--- config.mk ---
export PLATFORM = sky130hd
export DESIGN_NAME = uart_tx
export DESIGN_NICKNAME = d
export VERILOG_FILES = /design/src/rtl/uart_tx.sv
export SDC_FILE = /design/constraint.sdc
export NUM_CORES = 1
export LEC_CHECK = 0
export CORE_MARGIN = 2
export CORE_UTILIZATION = 53
export CTS_BUF_LIST = sky130_fd_sc_hd__clkbuf_8
export DETAILED_ROUTE_END_ITERATION = 8
export GPL_TIMING_DRIVEN = 0
export HOLD_SLACK_MARGIN = 0.05
export PLACE_DENSITY = 0.8
export SETUP_SLACK_MARGIN = 0.02
export SLEW_MARGIN = 10
export SYNTH_ARGS = -nofsm -noshare
export SYNTH_HDL_FRONTEND = slang
export SYNTH_SLANG_ARGS = --single-unit
--- constraint.sdc ---
create_clock -name Clk -period 3.04 [get_ports Clk]
set_input_delay 0.608 -clock Clk [delete_from_list [all_inputs] [get_ports Clk]]
set_output_delay 0.608 -clock Clk [all_outputs]
set_load 0.02 [all_outputs]
--- src/rtl/uart_tx.sv ---
// 8N1 UART transmitter: accepts a byte over a valid/ready handshake and
// serialises it LSB first on TXD with one start bit and one stop bit.
`timescale 1ns/1ps
module uart_tx #(
  parameter logic [31:0] FREQ_CLK = 32'd100000000,
  parameter logic [31:0] TX_SPEED = 32'd115200
) (
  input  logic       Clk,
  input  logic       Rst_n,
  input  logic [7:0] TX_Data,
  input  logic       TX_Valid,
  output logic       TX_Ready,
  output logic       TXD,
  output logic       TX_Busy,
  output logic       TX_Done
);

  localparam logic [31:0] BIT_CYCLES = FREQ_CLK / TX_SPEED;

  typedef enum logic [1:0] {
    IDLE  = 2'd0,
    START = 2'd1,
    DATA  = 2'd2,
    STOP  = 2'd3
  } state_t;

  state_t      state_q, state_d;
  logic [31:0] cnt_q, cnt_d;
  logic [2:0]  bitIdx_q, bitIdx_d;
  logic [7:0]  shift_q, shift_d;
  logic        txd_q, txd_d;
  logic        bitEnd;

  assign bitEnd   = (cnt_q == BIT_CYCLES - 32'd1);
  assign TX_Ready = (state_q == IDLE);
  assign TX_Busy  = (state_q != IDLE);
  assign TX_Done  = (state_q == STOP) && bitEnd;
  assign TXD      = txd_q;

  always_comb begin
    state_d  = state_q;
    cnt_d    = cnt_q + 32'd1;
    bitIdx_d = bitIdx_q;
    shift_d  = shift_q;
    txd_d    = 1'b1;

    case (state_q)
      IDLE: begin
        cnt_d = 32'd0;
        if (TX_Valid) begin
          state_d  = START;
          shift_d  = TX_Data;
          bitIdx_d = 3'd0;
        end
      end
      START: begin
        if (bitEnd) begin
          cnt_d    = 32'd0;
          state_d  = DATA;
          bitIdx_d = 3'd0;
        end
      end
      DATA: begin
        if (bitEnd) begin
          cnt_d   = 32'd0;
          shift_d = {1'b0, shift_q[7:1]};
          if (bitIdx_q == 3'd7) begin
            state_d = STOP;
          end else begin
            bitIdx_d = bitIdx_q + 3'd1;
          end
        end
      end
      STOP: begin
        if (bitEnd) begin
          cnt_d   = 32'd0;
          state_d = IDLE;
        end
      end
      default: begin
        cnt_d   = 32'd0;
        state_d = IDLE;
      end
    endcase

    // TXD is registered, so it is derived from the upcoming state to stay aligned with it.
    case (state_d)
      START:   txd_d = 1'b0;
      DATA:    txd_d = shift_d[0];
      default: txd_d = 1'b1;
    endcase
  end

  always_ff @(posedge Clk) begin
    if (!Rst_n) begin
      state_q  <= IDLE;
      cnt_q    <= 32'd0;
      bitIdx_q <= 3'd0;
      shift_q  <= 8'd0;
      txd_q    <= 1'b1;
    end else begin
      state_q  <= state_d;
      cnt_q    <= cnt_d;
      bitIdx_q <= bitIdx_d;
      shift_q  <= shift_d;
      txd_q    <= txd_d;
    end
  end

endmodule

After elaboration in Yosys (flattened, before gate mapping)
Index checks and enable logic that the tools add are counted.

Register bits after elaboration: 46. Input port bits: 11.

Add/sub/neg operators: 2. Eq/ne operators: 11. Mux-type cells: 17. Reductions and logical operators: 8.

Operators by type and width (count): one-hot mux 32 bit (2 select lines) (1); adder 32 x 1 -> 32 bit, second input constant (1); == test 32 x 10 -> 1 bit, second input constant (1); 2-to-1 mux 32 bit (1); 2-to-1 mux 8 bit (2); one-hot mux 8 bit (2 select lines) (1); 2-to-1 mux 3 bit (4); 2-to-1 mux 2 bit (5); one-hot mux 3 bit (3 select lines) (1); != test 2 bit, second input constant (4); one-hot mux 2 bit (4 select lines) (1); == test 2 bit, second input constant (3); AND reduction 5 bit (1); == test 2 x 1 -> 1 bit, second input constant (2); nonzero test 2 bit (2); adder 3 x 1 -> 3 bit, second input constant (1); == test 3 bit, second input constant (1); AND reduction 3 bit (1); nonzero test 3 bit (1); OR reduction 3 bit (1); zero test 2 bit (1); one-hot mux 1 bit (2 select lines) (1); logical AND 1 bit (1).

Longest topological paths before layout
Depth after elaboration: 6. Gate-level depth with buffers: 7. Mapped depth without buffers: 6.

Least setup slack after synthesis
OpenSTA, ideal clock, no wires.

Path kind: flip-flop to output port. From: register cnt_q[12]. To: output TX_Done. Arrival: 1.581 ns. Required time: 2.432 ns. Setup slack: 0.851 ns. Cell stages (with the launch flop): 5. Buffers on the path: 0. Cells stage by stage: dfxtp_1 -> or4_1 -> nand4bb_1 -> nor2_1 -> and3_1.

Word-level cells in the longest chain between the ends: 2.

Ends and longest elaborated chain: start: declaration (line 28) `logic [31:0] cnt_q, cnt_d;`; start signal: assignment (line 103) `cnt_q <= cnt_d;`; == test 32 x 10 -> 1 bit (line 34) `assign bitEnd = (cnt_q == BIT_CYCLES - 32'd1);`; logical AND 1 bit (line 37) `assign TX_Done = (state_q == STOP) && bitEnd;`; end: declaration (line 15) `output logic TX_Done`.

No other way between the ends.

Worst setup path after layout
Ends and elaborated chain as after synthesis.

==> impl_results.rst <==
.. list-table::
   :header-rows: 1

   * - Metric
     - Value
   * - Post-synthesis sequential area ratio
     - 40.8%
   * - Initial core utilization
     - 55.6%
   * - Power per cell area
     - between 400 and 500 mW/mm^2
   * - Num CTS Buffers
     - 5
   * - Global-route layer with the greatest usage
     - met2
   * - Post-synth EDFFs
     - 0
   * - Final Util
     - between 60% and 70%
   * - Max Root-Sink Buffers
     - 2
   * - Core Area
     - approximately 0.0041 mm^2
   * - Final #Nets
     - 298
   * - Vias after detailed routing
     - 1,914
   * - Cell variety after synth
     - 50
   * - Filler cell count
     - 354
   * - Hold crit path type
     - reg -> reg
   * - Required time of the critical path
     - 2.43 ns
   * - Post-Syn Area
     - 0.00226 mm^2
   * - Antenna violations before repair
     - 0
   * - Die Footprint
     - 0.00479 mm^2
   * - Actual slew at the worst max-slew pin
     - about 0.64 ns
   * - Final setup skew
     - 0.0112 ns
   * - Die extent in x
     - 69.2 um
   * - Final-report setup violation count
     - 0
   * - Number of remaining DRC errors
     - 0
   * - Layout cells sized above 1
     - a little under an eighth
   * - Final worst path period share
     - 89.7%
   * - Antenna Cells
     - 0
   * - Max Clock Freq
     - roughly 370 MHz
   * - I/O pins
     - 15
   * - Overall Power
     - 0.00106 W
   * - Setup TNS
     - 0 ns
   * - Max Cap Violations
     - 0
   * - Detail-routed via count per cell
     - 5.71
   * - Outcome
     - complete, no violations
   * - Footprint of the flip-flops and latches
     - 921 um^2
   * - Endpoint class of the critical path
     - primary output
   * - CTS tree
     - built
   * - Highest fanout seen on the critical path
     - 5
   * - Category of the worst setup path launch point
     - register
   * - Signal arrival time at the worst endpoint
     - 2.12 ns
   * - Clock network latency to the later pin of the worst-skew pair
     - 0.30 ns
   * - Global-route track usage on met1
     - between 20% and 30%
   * - Total half-perimeter wirelength after legalization and detailed placement
     - about 3400 um
   * - Synth async-reset ratio
     - 0%
   * - Maximum number of pins on one net before global-route repair
     - 16
   * - Post-CTS Hold Buffers
     - 0
   * - Iteration-0 DRC Markers
     - 83
   * - CTS Root Buffer Type
     - sky130_fd_sc_hd__clkbuf_8
   * - Final weighted congestion in routability-driven placement
     - 0.806
   * - Cells after synthesis
     - 262
   * - Count of TritonRoute iterations in the first routing pass
     - 4
   * - Clock transition at path regs
     - 0.09 ns
   * - Met2 layer usage reported by global route
     - 37.1%
   * - Slew margin rel.
     - 57.1%
   * - H-tree levels
     - 2
   * - Vias in the first global route
     - approximately 1,900
   * - Area Overhead vs Synth
     - 13.6%
   * - Total of warnings raised by yosys
     - 0
   * - Height of the chip
     - 69.2 um
   * - Buffers on Ports
     - 14
   * - WL/cell
     - between 10 and 15 um
   * - Standard-cell row count
     - 23
   * - Global routing usage summed across all routing layers
     - 21.1%
   * - Crit path kind
     - reg -> out
   * - First-pass GRT wire length
     - 8290 um
   * - Leading cell type in the layout, fill and taps excluded
     - sky130_fd_sc_hd__dfxtp_1
   * - Final Hold Violating Endpoints
     - 0
   * - Total nets after synthesis
     - 276
   * - Final routed wirelength across all metal layers
     - approximately 4800 um
   * - Area of the multi-input gates
     - 0.00125 mm^2
   * - Total global routing overflow
     - 0
   * - Worst IR Drop VDD
     - 302 uV
   * - Max-slew violations
     - 0
   * - Most used cells in the layout excluding fill and tap cells
     - sky130_fd_sc_hd__dfxtp_1, sky130_fd_sc_hd__nor2_1, sky130_fd_sc_hd__nand2_1
   * - Time the final worst path needs with I/O delays and setup
     - 2.73 ns
   * - Detail Route Antenna Nets
     - 0
   * - Clk sink count
     - 46
   * - Post-synthesis area per instance
     - 8.61 um^2
   * - Met3 Use GR
     - 4.36%
   * - Count of state elements after synthesis
     - 46
   * - RSZ-0062 raised after global routing
     - false
   * - LEAKAGE
     - 0.871 nW
   * - Flip-flop cell with the highest count after synthesis
     - sky130_fd_sc_hd__dfxtp_1
-- per-layer routing --
metal	part of all wire, %	vias to the layer above
met5	0	-
met4	1.6	0
met3	3.1	10
met2	50	27
met1	45	897
li1	-	980
-- cells in the mapped netlist (6+ instances only) --
library cell / instances / area [um^2]
sky130_fd_sc_hd__a22oi_1: 6 / 45.0
sky130_fd_sc_hd__nor2_1: 35 / 131
sky130_fd_sc_hd__dfxtp_1: 46 / 921
sky130_fd_sc_hd__nand2_1: 20 / 75.1
sky130_fd_sc_hd__nand3_1: 18 / 90.1
sky130_fd_sc_hd__xor2_1: 13 / 114
sky130_fd_sc_hd__nor4_1: 10 / 62.6
sky130_fd_sc_hd__xnor2_1: 11 / 96.3
sky130_fd_sc_hd__a21boi_0: 8 / 60.1
sky130_fd_sc_hd__inv_1: 6 / 22.5
sky130_fd_sc_hd__nand4_1: 9 / 56.3
sky130_fd_sc_hd__and3_1: 6 / 37.5
sky130_fd_sc_hd__nor3_1: 6 / 30.0
sky130_fd_sc_hd__o21ai_0: 6 / 30.0
-- per-stage QoR --
stage	cell area [um^2]	worst slack, ns	std cells	hold WS, ns
after floorplan	2260	0.851	262	0.430
after global placement	2460	0.208	326	0.445
after detailed placement	2460	0.195	326	0.464
after CTS	2560	0.292	335	0.481
after global routing	2560	0.167	335	0.502
final	2560	0.313	335	0.482
-- worst max-delay path, cell delays in order, from the launching register on --
cell                            delay, ns
sky130_fd_sc_hd__dfxtp_1             0.35
sky130_fd_sc_hd__or4_1               0.55
sky130_fd_sc_hd__nand4bb_1           0.28
sky130_fd_sc_hd__nor2_2              0.16
sky130_fd_sc_hd__and3_1              0.16
sky130_fd_sc_hd__dlygate4sd2_1       0.33
-- registers in the layout, summed over array words and instances (netlist names) --
name / cells
cnt_q: 32
TXD: 1
shift_q: 8
bitIdx_q: 3
state_q: 2
-- path summary, 6_finish.rpt --
check | startpoint | end | slack, ns | depth (start not counted)
setup / recovery | cnt_q[12]$_SDFF_PP0_ | TX_Done | 0.31 | 5
hold / removal | shift_q[5]$_SDFFE_PN0P_ | shift_q[5]$_SDFFE_PN0P_ | 0.48 | 2
setup reg to reg | cnt_q[2]$_SDFF_PP0_ | cnt_q[25]$_SDFF_PP0_ | 0.83 | 5
hold reg to reg | shift_q[5]$_SDFFE_PN0P_ | shift_q[5]$_SDFFE_PN0P_ | 0.48 | 2
-- layout make-up --
| class | count | share of cell area (%) |
|---|---|---|
| repair buffers | 15 | 5.71 |
| multi-input cells | 198 | 49.0 |
| plain buffers | 12 | 2.59 |
| well taps | 50 | 2.44 |
| clock inverters | 3 | 0.830 |
| inverters | 6 | 0.878 |
| flip-flops and latches | 46 | 35.9 |
| clock buffers | 5 | 2.68 |
-- where the power goes --
part / switching [W] / total [W] / leakage [nW] / internal, W
Combinational: 0.0000347 / 0.0000698 / 0.454 / 0.0000351
Sequential: 0.00000483 / 0.000616 / 0.372 / 0.000611
Clock: 0.000212 / 0.000373 / 0.0441 / 0.000162
Total: 0.000251 / 0.00106 / 0.871 / 0.000808
-- timing repair --
item	4_1_cts	5_1_grt
resized for setup	3	0
setup buffers	1	0
setup endpoints to repair	1	0
hold endpoints to repair	0	0
-- cells by family after synthesis --
logic type	after synthesis	share of synthesized area, %
AND/OR/NAND/NOR	133	32.2
flip-flops	46	40.8
AO/OA/AOI/OAI	37	11.6
XOR/XNOR	24	9.32
buffers and inverters	18	3.94
adder cells (fa/ha/maj)	3	1.66
multiplexers	1	0.444
Note: power is estimated with default switching activity, not from simulation.
==> edit: new RTL, same settings <==
Take the reset off `shift_q` and load it in a clocked block of its own.
--- a/src/rtl/uart_tx.sv
+++ b/src/rtl/uart_tx.sv
@@ -97,5 +97,4 @@
       cnt_q    <= 32'd0;
       bitIdx_q <= 3'd0;
-      shift_q  <= 8'd0;
       txd_q    <= 1'b1;
     end else begin
@@ -103,9 +102,12 @@
       cnt_q    <= cnt_d;
       bitIdx_q <= bitIdx_d;
-      shift_q  <= shift_d;
       txd_q    <= txd_d;
     end
   end
 
+  always_ff @(posedge Clk) begin
+    shift_q <= shift_d;
+  end
+
 endmodule
 
Function: same outputs for any inputs over 10 cycles, from zero or initial values and one cycle with Rst_n low; that may be too few to reach the edited logic, so the function may still have changed.
==> edit against the unedited design <==
Area after synthesis increased by 1.3%; final cell count decreased by 3.9%; sequential cell count unchanged; power increased by 11%; register-to-register slack got worse by 110 ps; routed wire length decreased by 3.3%; setup slack improved by 200 ps; first-iteration DRC count increased by 110%; cell area increased by 1.7%; critical path type unchanged; largest cell class unchanged.
==> edit: results (changes against the unedited design) <==
- Outcome: complete, no violations
- Ys Warns: 0 (unchanged)
- Final Skew: 10.6 ps (-0.616 ps)
- Final Wtd Congestion: 0.881 (+9.2%)
- Pwr dens: 453 nW/um2 (+9.7%)
- Yosys cell types: 45 (-10%)
- FF-to-FF End: shift_q[7]$_DFFE_PP_
- Synth Area in Adders: 1.64% (-0.021 points)
- Post-synth EDFFs: 7 (+7)
- Layout Cells excl Fill: 322 (-3.9%)
- CP max stage cell: dfxtp_1
- Reg-to-Reg Start: cnt_q[0]$_SDFF_PP0_
- Hold Path Stages: 1 (-1)
- P_int: 0.931 mW (+15%)
- Pre-CTS setup slack: 478 ps (+283 ps)
- Worst reg-to-reg path cell count: 7 (+2)
- Setup repair bufs after CTS: 0 (-1)
- Worst reg-to-reg setup slack: 720 ps (-110 ps)
- Pleak: 0.935 nW (+7.4%)
- Compound-Gate Fraction of Synth Area: 9.47% (-2.1 points)
- Multiplexer share of the synthesized area: 0.438% (-0.0056 points)
- Wire per inst: 14.4 um (+0.60%)
- # nets final: 285 (-4.4%)
- Largest net degree at the start of global routing: 15 (-1)
- HP Start: cnt_q[0]$_SDFF_PP0_
- Fraction of layout cells with a size suffix above 1: 8.82% (-3.1 points)
- Comb pwr: 0.0751 mW (+7.6%)
- Sequential cell area: 991 um2 (+7.6%)
- Vias in the first global route: 1653 (-11%)
- First-pass GRT wire length: 7740 um (-6.6%)
- Dpl cells: 314 (-3.7%)
- Most frequent cells after synthesis: 39 x dfxtp_1, 36 x nor2_1, 18 x xor2_1
- PnR worst setup slack: 514 ps (+201 ps)
- HPWL Detailed: 3330 um (-2.4%)
- Initial DRC count: 174 (+110%)
- Syn nets: 264 (-4.3%)
- Post-synthesis sequential area ratio: 43.4% (+2.6 points)
- Peak VDD IR: 0.295 mV (-2.4%)
- Syn Inst Count: 250 (-4.6%)
- Critical path arrival: 1920 ps (-200 ps)
- Largest stage delay, worst path: 380 ps (-170 ps)
- DR vias: 1877 (-1.9%)
- GRT Total Usage: 20.1% (-1.0 points)
- Cell Area, Placed: 2490 um2 (+1.2%)
- Top cells by area, synth: dfxtp_1 34%, edfxtp_1 9.2%, xor2_1 6.9%
- Worst-margin pin slew: 594 ps (-43.9 ps)
-- edit: routing by layer --
metal | routed length (um) | global-route usage, % | vias up
met5 | 0 | 0 | -
met4 | 101 | 10.5 | 0
met3 | 178 | 4.07 | 8
met2 | 2090 | 29.0 | 35
met1 | 2290 | 28.4 | 887
li1 | - | - | 947
-- edit: area by class of cell --
type	count	share of cell area, %
multi-input combinational	190	47.0
sequential	46	38.0
timing repair buffer	14	5.47
clock buffer	6	3.17
tap	50	2.40
buffer	8	1.73
clock inverter	2	1.30
inverter	6	0.864
-- edit: logic make-up (layout without fill, tap and decap cells) --
kind of cell / after synthesis / count (layout)
AOI/OAI and AO/OA: 33 / 33
xor gates and xnor gates: 28 / 28
adders and majority gates: 3 / 3
buffers and inverters: 14 / 36
DFF: 46 / 46
muxes: 1 / 1
and+or+nand+nor: 125 / 125
-- edit: repair_timing --
| action | 4_1_cts | 5_1_grt |
|---|---|---|
| endpoints found under the setup margin | 0 | 1 |
| resized for setup | 0 | 1 |
| hold buffers | 0 | 0 |
